===== config.mk =====
export PLATFORM = sky130hd
export DESIGN_NAME = rr_arbiter4
export DESIGN_NICKNAME = d
export VERILOG_FILES = /design/src/rtl/rr_arbiter4.sv
export SDC_FILE = /design/constraint.sdc
export NUM_CORES = 1
export LEC_CHECK = 0
export BUFFER_PORTS_ARGS = -buffer_cell sky130_fd_sc_hd__buf_2
export CAP_MARGIN = 5
export CORE_MARGIN = 5
export CORE_UTILIZATION = 44
export DETAILED_ROUTE_END_ITERATION = 7
export GPL_TIMING_DRIVEN = 0
export PLACE_DENSITY = 0.8
export SYNTH_ARGS = -nofsm -noshare
export SYNTH_HDL_FRONTEND = slang
export SYNTH_SLANG_ARGS = --single-unit

===== constraint.sdc =====
create_clock -name clk -period 1.6 [get_ports clk]
set_clock_uncertainty 0.1 [all_clocks]
set_input_delay 0.08 -clock clk [delete_from_list [all_inputs] [get_ports clk]]
set_output_delay 0.08 -clock clk [all_outputs]
set_load 0.05 [all_outputs]

===== src/rtl/rr_arbiter4.sv =====
// rr_arbiter4: round-robin select controller for a 4:1 datapath mux.
// A winner holds the grant for up to BURST accepted words, then priority rotates.
module rr_arbiter4 #(
  parameter int unsigned BURST = 1
) (
  input  logic       clk,
  input  logic       rst_n,
  input  logic [3:0] req,
  input  logic       out_ready,
  output logic [1:0] select,
  output logic [3:0] grant,
  output logic       out_valid,
  output logic       burst_last
);

  localparam int unsigned CW = ($clog2(BURST + 1) < 1) ? 1 : $clog2(BURST + 1);

  typedef enum logic {
    IDLE  = 1'b0,
    GRANT = 1'b1
  } state_t;

  state_t        state_q, state_d;
  logic [1:0]    sel_q, sel_d;
  logic [1:0]    ptr_q, ptr_d;
  logic [CW-1:0] cnt_q, cnt_d;
  logic          valid_d;
  logic [3:0]    grant_d;

  logic          xfer;
  logic [CW:0]   cnt_inc;
  logic          cnt_more;
  logic          cnt_last;
  logic [2:0]    pick_idle;
  logic [2:0]    pick_rot;

  // First set request after pointer p, wrapping; {found, index}
  function automatic logic [2:0] rr_pick(input logic [1:0] p, input logic [3:0] r);
    logic [1:0] idx;
    rr_pick = 3'b000;
    for (int k = 4; k >= 1; k--) begin
      idx = p + 2'(k);
      if (r[idx]) rr_pick = {1'b1, idx};
    end
  endfunction

  assign xfer       = out_valid & out_ready;
  assign cnt_inc    = (CW+1)'(cnt_q) + (CW+1)'(1);
  assign cnt_more   = cnt_inc < (CW+1)'(BURST);
  assign cnt_last   = cnt_inc == (CW+1)'(BURST);
  assign pick_idle  = rr_pick(ptr_q, req);
  assign pick_rot   = rr_pick(sel_q, req);
  assign burst_last = out_valid & (cnt_last | ~req[sel_q]);

  // Next-state: grant, burst counting, rotation and abandon handling
  always_comb begin
    state_d = state_q;
    sel_d   = sel_q;
    ptr_d   = ptr_q;
    cnt_d   = cnt_q;
    case (state_q)
      IDLE: begin
        if (pick_idle[2]) begin
          state_d = GRANT;
          sel_d   = pick_idle[1:0];
          cnt_d   = '0;
        end
      end
      GRANT: begin
        if (xfer) begin
          if (cnt_more && req[sel_q]) begin
            cnt_d = cnt_q + CW'(1);
          end else begin
            ptr_d = sel_q;
            cnt_d = '0;
            if (pick_rot[2]) sel_d = pick_rot[1:0];
            else             state_d = IDLE;
          end
        end else if (!req[sel_q]) begin
          state_d = IDLE;
          ptr_d   = sel_q;
          cnt_d   = '0;
        end
      end
      default: state_d = IDLE;
    endcase
    valid_d = (state_d == GRANT);
    grant_d = valid_d ? (4'b0001 << sel_d) : 4'b0000;
  end

  // State and registered outputs; pointer resets to 3 so ch0 wins first
  always_ff @(posedge clk or negedge rst_n) begin
    if (!rst_n) begin
      state_q   <= IDLE;
      sel_q     <= 2'd0;
      ptr_q     <= 2'd3;
      cnt_q     <= '0;
      out_valid <= 1'b0;
      grant     <= 4'b0000;
    end else begin
      state_q   <= state_d;
      sel_q     <= sel_d;
      ptr_q     <= ptr_d;
      cnt_q     <= cnt_d;
      out_valid <= valid_d;
      grant     <= grant_d;
    end
  end

  assign select = sel_q;

endmodule


After elaboration in Yosys (flattened, before gate mapping)
Index checks and enable logic that the tools add are counted.
- register bits: 10
- bits of input ports: 7
- output and inout bits: 8
- logic and storage cells: 80
- add/sub/neg operators: 8
- $lt $le $gt $ge: 9
- equal/unequal tests: 5
- shift-type cells: 1
- mux-type cells: 44
- bitwise logic cells: 5
- reductions and logical operators: 3
- operator list (cell ; number):
    $lt 2x3->1 const B ; 8
    $mux 3 ; 8
    $mux 1 ; 17
    $bmux 1 s2 ; 8
    $mux 2 ; 7
    $add 2x2->2 const B ; 4
    $ne 2x2->1 const B ; 3
    $add 2x1->2 const B ; 2
    $mux 4 ; 1
    $pmux 1 s2 ; 2
    $pmux 2 s2 ; 1
    $shl 1x2->4 const A ; 1
    $ne 3x3->1 const B ; 1
    $reduce_and 3->1 ; 1
    $add 1x1->2 const B ; 1
    $and 1x1->1 ; 2
    $eq 2x1->1 const B ; 1
    $lt 2x1->1 const B ; 1
    $not 1->1 ; 2
    $reduce_and 2->1 ; 1
    $add 1x1->1 const B ; 1
    $logic_and 1x1->1 ; 1
    $or 1x1->1 ; 1

Longest topological paths before layout
Gate-level depths: netlist of the first run.
- word-level depth: 12
- gate-level depth with buffers: 6
- mapped depth without buffers: 5

Least setup slack after synthesis of the first run
Ideal clock, no wire load.
- kind: register to register
- from: reg sel_q[0], in the netlist select[0]
- to: reg grant[1]
- library setup time: 80 ps
- data arrival time: 1940 ps
- required time: 1420 ps
- slack: -520 ps
- stages on the path, launching flop included: 7
- buffers on the path: 1
- period minus slack after synthesis: 2120 ps
- path through: dfrtp_1 -> buf_4 -> nor3b_1 -> a311o_1 -> a211o_1 -> a211oi_4 -> nor3b_2
- longest elaborated chain between the ends: 12
- elaborated cells on any way between the ends: 28
- classes of those cells: 3 x add/sub; 1 x shift; 23 x mux; 1 x reduce/logical
- RTL lines (element ; RTL line ; RTL):
    start, declared ; 24 ; logic [1:0] sel_q, sel_d;
    start signal, assigned ; 102 ; sel_q <= sel_d;
    $add 2x2->2 / $bmux 1 s2 (equally long branches) ; 42, 43, 71 ;
    $bmux 1 s2 / $mux 1 (equally long branches) ; 43, 71 ;
    $mux 1 (implied by the code) / $mux 3 (equally long branches) ; 43 ; if (r[idx]) rr_pick = {1'b1, idx};
    $mux 3 (3 in series) ; 43 ;
    $mux 2 ; 76 ; if (pick_rot[2]) sel_d = pick_rot[1:0];
    $mux 2 ; 71 ; if (cnt_more && req[sel_q]) begin
    $mux 2 ; 70 ; if (xfer) begin
    $pmux 2 s2 (*) ; 61 ; case (state_q)
    named net sel_d[0] ; 24 ;
    $shl 1x2->4 (*) ; 88 ; grant_d = valid_d ? (4'b0001 << sel_d) : 4'b0000;
    $mux 4 (*) ; 88 ;
    named net grant_d[1] ; 28 ; logic [3:0] grant_d;
    end signal, assigned ; 106 ; grant <= grant_d;
    end, declared ; 11 ; output logic [3:0] grant,
The timed path passes the listed nets; every way through them passes the cells marked *. The select of a mux whose other input is x is not followed.
A chain may end at the register's enable or synchronous reset.

Final worst setup path of the first run
- from: reg sel_q[1], in the netlist select[1]
- to: reg grant[2]
- longest elaborated chain between the ends: 12
- elaborated cells on any way between the ends: 28
- classes of those cells: 3 x add/sub; 1 x shift; 23 x mux; 1 x reduce/logical
- RTL lines (element ; RTL line):
    $add 2x2->2 / $bmux 1 s2 (equally long branches) ; 42, 43, 71
    $bmux 1 s2 / $mux 1 (equally long branches) ; 43, 71
    $mux 1 (implied by the code) / $mux 3 (equally long branches) ; 43
    $mux 3 (3 in series) ; 43
    $mux 2 ; 76
    $mux 2 (*) ; 71
    $mux 2 (*) ; 70
    $pmux 2 s2 (*) ; 61
    named net sel_d[0] ; 24
    $shl 1x2->4 (*) ; 88
    $mux 4 (*) ; 88
    named net grant_d[2] ; 28
Marked as above.

==> metrics, run 1 <==
clock sinks=9; startpoint types=flip-flop; # nets final=94; syn_area_per_cell=9.43 µm²; CTS tree=built; slowest stage cell, crit path=dfrtp_2; IO Count=15; Area Overhead vs Synth=34.9%; CTS clock-pin slew for the worst setup and hold paths=0.07 ns; Clock Latency Late Sink=0.26 ns; Cells after Synth=63; Synth Flop Type=dfrtp_1; Max H-tree Level=1; crit-path max cell delay=0.48 ns; Final Cycle Share=1.20; # rows=13; Core Util, Final=0.624; DRC Markers=0; CP max FO=9; relative slew slack=0.663; Iter 0 DRT Violations=22; Detail Route Antenna Nets=0; Power Density=2200 nW/µm²; final setup vio count=7; hold crit path type=input pin to async pin; largest net degree at the start of global routing=11; Seq cells post-synth=9; post-synthesis cell area=594 µm²; CP required=1.65 ns; leakage power=0.353 nW; final hold slack=0.0891 ns; # diodes=0; EDFF count, synth=0; CTS max path bufs=2; register area share after synthesis=0.383; Fmax=520 MHz; Via density=5.78; total grt overflow=0; Filler cells=117; core area=1280 µm²; WL/cell=15.7 µm; RSZ-0062 raised after global routing=yes; Syn. warnings=0; Max Cap Viol=0; Final Hold Viols=0; global-route wire length before repair=2610 µm; Post-Route WL=1590 µm; Tightest Pin Transition=0.501 ns; Final Slew Violations=0; Final HPWL DP=1000 µm; placer congestion estimate=0.832; Overall Power=1.77 mW; clock root buffer=clkbuf_4; Mapped Nets=70; minimum clock period=1.92 ns; status=finished, violations left; crit path kind=flip-flop to flip-flop; Inst Count DP=90; Synth async-reset ratio=1.00; final worst setup slack=-0.323 ns; initial antenna violation count=0; via count=584; Die Y-Extent=46.8 µm; share of layout cells above drive strength 1=0.477; area of the die=2190 µm²; CP cell instances=a311o_1, a211o_1, a211oi_4, buf_4, nor3b_2; CP endpoint kind=flip-flop; Setup Total Neg Slack=-1.41 ns; I/O Buffers=12; starting density of the core=0.463; critical path arrival=1.97 ns; GRT Overall Usage=0.170; Finished Layout Cells=101; vias in the first global route=605; die width=46.8 µm; total CTS buffers=3; failing checks=setup timing; drt pass-1 iters=4; Netlist cell types=32; Worst VDD drop=1.13 mV
-- critical path, delay by kind of cell, from the launching register on --
| kind | cells | cell delay [ns] |
|---|---|---|
| AOI/OAI and AO/OA | 3 | 1.02 |
| DFF | 1 | 0.48 |
| buffers and inverters | 1 | 0.18 |
| and+or+nand+nor | 1 | 0.04 |
-- final cells by class --
| type | instances | area (µm²) | share of cell area |
|---|---|---|---|
| tap | 15 | 18.8 | 0.0234 |
| sequential | 9 | 231 | 0.289 |
| clock buffer | 3 | 22.5 | 0.0281 |
| timing repair buffer | 20 | 123 | 0.153 |
| inverter | 5 | 18.8 | 0.0234 |
| multi-input combinational | 44 | 355 | 0.443 |
| clock inverter | 1 | 5.00 | 0.00624 |
| buffer | 4 | 27.5 | 0.0343 |
-- repair_timing --
item                                   4_1_cts  5_1_grt
hold buffers                                 1        0
setup endpoints to repair                    8        9
endpoints found under the hold margin        9        0
setup buffers                                5        2
gates resized for setup                      3        3
pin swaps                                    5        7
gates cloned                                 0        0
-- cells by family after synthesis --
group | Yosys count | share of synthesized area
buf+inv | 10 | 0.0779
compound gates | 20 | 0.274
flops | 9 | 0.383
mux | 2 | 0.0568
simple gates | 22 | 0.208
-- through the flow --
| stage | worst slack (ns) | instance area [µm²] |
|---|---|---|
| 2_1_floorplan | -0.338 | 613 |
| 4_1_cts | -0.269 | 772 |
| 5_1_grt | -0.346 | 802 |
| 3_5_place_dp | -0.287 | 692 |
| 3_3_place_gp | -0.255 | 692 |
| 6_report | -0.323 | 802 |
-- synthesized netlist by cell type, types with 2 or more instances --
cell | count | area share
buf_4 | 2 | 0.025
dfrtp_1 | 7 | 0.29
nand2b_1 | 6 | 0.063
inv_1 | 5 | 0.032
o211ai_1 | 2 | 0.025
nor3b_1 | 2 | 0.025
o2111ai_1 | 2 | 0.029
dfstp_2 | 2 | 0.088
o21ai_0 | 2 | 0.017
a21oi_1 | 2 | 0.017
a211oi_1 | 2 | 0.025
o221ai_1 | 2 | 0.029
nor2_1 | 4 | 0.025
nand2_1 | 4 | 0.025
clkbuf_1 | 2 | 0.013
-- metal layers --
metal	wire, µm	global-route usage	share of wire	up-vias
li1	-	-	-	279
met1	603	0.201	0.38	274
met2	844	0.286	0.53	25
met3	98	0.0536	0.062	6
met4	40	0.0718	0.025	0
met5	0	0	0	-
-- placed cells by master, fill, tap and decap left out, types with 2 or more instances in the layout --
master,n
nor2_1,4
o2111ai_1,2
buf_2,13
nor3b_2,3
a211oi_1,2
a21oi_1,2
inv_1,5
dfrtp_1,4
o211ai_1,2
nand2b_1,6
clkbuf_4,3
dfstp_2,2
nand2_1,4
dfrtp_2,3
buf_4,8
-- path summary, 6_finish.rpt --
check | start | end | slack, ns | depth (start not counted)
worst max-delay path | select[1] | grant[2] | -0.32 | 5
worst min-delay path | rst_n | grant[3] | 0.09 | 2
worst max register to register | select[1] | grant[2] | -0.32 | 5
worst min register to register | ptr_q[1] | ptr_q[1] | 0.43 | 2
max in group asynchronous | rst_n | ptr_q[0] | 1.06 | 2
min in group clk | out_ready | state_q | 0.22 | 4
-- report_power, final --
group,switching (mW),internal [mW],leakage [nW]
combinational,0.675,0.464,0.232
clock,0.0839,0.0923,0.0177
sequential,0.0977,0.355,0.104
-- state kept, by name, indices dropped and copies added (netlist names) --
name,count
select,2
ptr_q,2
grant,4
state_q,1
No activity file was read; power rests on OpenSTA's default activity.
==> run 2: changes to the inputs <==
--- a/config.mk
+++ b/config.mk
@@ -5,7 +5,7 @@
 export SDC_FILE = /design/constraint.sdc
 export NUM_CORES = 1
 export LEC_CHECK = 0
-export BUFFER_PORTS_ARGS = -buffer_cell sky130_fd_sc_hd__buf_2
+export BUFFER_PORTS_ARGS = -buffer_cell sky130_fd_sc_hd__buf_4
 export CAP_MARGIN = 5
 export CORE_MARGIN = 5
 export CORE_UTILIZATION = 44
==> run 2 against run 1 <==
Net effect:
- highest routed layer unchanged
- cell area increased by 5.5%
- critical path type unchanged
- largest power group unchanged
- the flow still finishes with violations (setup timing)
- core utilization increased by 3.4 points
- clock-buffer cell count increased by 1
- combinational power increased by 9%
- largest cell class unchanged
==> metrics, run 2 (same netlist as run 1, synthesis figures left out) <==
status=finished, violations left; failing checks=setup timing; commonest non-fill, non-tap cells in the layout=21 x buf_4, 6 x nand2b_1; total CTS buffers=3; Clock Latency Late Sink=0.28 ns; Post-Route WL=1630 µm; relative slew slack=0.704; Power Density=2190 nW/µm²; Final Slew Violations=0; IO Count=15; # diodes=0; CTS clock-pin slew for the worst setup and hold paths=0.07 ns; Fmax=533 MHz; largest net degree at the start of global routing=11; I/O Buffers=12; Final HPWL DP=999 µm; critical path arrival=1.97 ns; max FFs per register=4; # rows=13; WL/cell=16.0 µm; initial antenna violation count=0; reg2reg start=select[0]; placer congestion estimate=0.808; total grt overflow=0; clock sinks=9; CP max FO=5; leakage power=0.373 nW; final worst setup slack=-0.275 ns; Max H-tree Level=1; Final Cycle Share=1.17; Worst VDD drop=1.20 mV; vias in the first global route=632; core area=1280 µm²; startpoint types=flip-flop; die width=46.8 µm; Tightest Pin Transition=0.440 ns; CP required=1.70 ns; Detail Route Antenna Nets=0; DRC Markers=0; share of layout cells above drive strength 1=0.483; Filler cells=111; Via density=5.96; starting density of the core=0.463; Max Cap Viol=0; # nets final=95; Setup Total Neg Slack=-1.48 ns; CP endpoint kind=flip-flop; minimum clock period=1.87 ns; RSZ-0062 raised after global routing=yes; clock root buffer=clkbuf_4; drt pass-1 iters=4; DP Worst Slack=-0.321 ns; GRT Overall Usage=0.196; commonest non-fill, non-tap cell in the layout=buf_4; hold crit path type=input pin to async pin; CTS max path bufs=2; global-route wire length before repair=2830 µm; crit path kind=flip-flop to flip-flop; Area Overhead vs Synth=42.3%; CP startpoint=select[0]; via count=608; Iter 0 DRT Violations=21; final setup vio count=8; Overall Power=1.85 mW; Final Hold Viols=0; register name with the most flops=grant; Die Y-Extent=46.8 µm; CTS tree=built; area of the die=2190 µm²
run 2: cell types whose count changed in the layout (fill, tap and decap cells not counted), sizes merged:
cell	change
clkinv	-1
buf	+1
clkbuf	+1
run 2: final timing paths:
path                       slack (ns)  cells past startpoint        to
setup / recovery                -0.27                      5  grant[1]
min in group clk                 0.15                      5  ptr_q[1]
hold reg to reg                  0.44                      2  ptr_q[1]
setup reg to reg                -0.27                      5  grant[1]
hold / removal                   0.06                      2  grant[2]
max in group asynchronous        1.13                      2  ptr_q[1]
run 2: what timing repair did:
action / in CTS / in global routing
hold buffers: 1 / 0
hold endpoints to repair: 9 / 0
gates resized for setup: 4 / 4
endpoints found under the setup margin: 7 / 9
setup buffers: 7 / 1
pin swaps: 6 / 7
run 2: per-layer routing:
metal / GRT usage / wire (µm) / up-vias
li1: - / - / 281
met1: 0.220 / 662 / 297
met2: 0.319 / 805 / 23
met3: 0.0498 / 99 / 7
met4: 0.144 / 59 / 0
met5: 0 / 0 / -
run 2: through the flow:
stage | hold WS (ns) | instances | instance area, µm² | util
finish | 0.0581 | 102 | 846 | 0.658
global route | 0.0802 | 102 | 846 | 0.658
CTS | 0.0510 | 102 | 828 | 0.645
detailed placement | -0.194 | 90 | 722 | 0.562
global placement | -0.198 | 90 | 722 | 0.562
floorplan | -0.316 | 63 | 613 | -
run 2: layout make-up:
class | instances | area (µm²) | area share
multi-input cells | 44 | 363 | 0.429
flip-flops and latches | 9 | 231 | 0.274
well taps | 15 | 18.8 | 0.0222
inverters | 5 | 18.8 | 0.0222
clock buffers | 4 | 26.3 | 0.0311
plain buffers | 4 | 27.5 | 0.0325
repair buffers | 21 | 160 | 0.189
run 2: where the power goes:
part | switching, mW | internal, mW | leakage (nW)
Clock | 0.0913 | 0.0966 | 0.0150
Sequential | 0.0728 | 0.355 | 0.104
Combinational | 0.711 | 0.528 | 0.254
run 2: critical path, stage by stage, from the launching register on:
cell and delay, ns:
dfrtp_2 0.41, buf_6 0.13, a311o_1 0.28, a211o_1 0.30, a211oi_4 0.34, nor3b_2 0.24
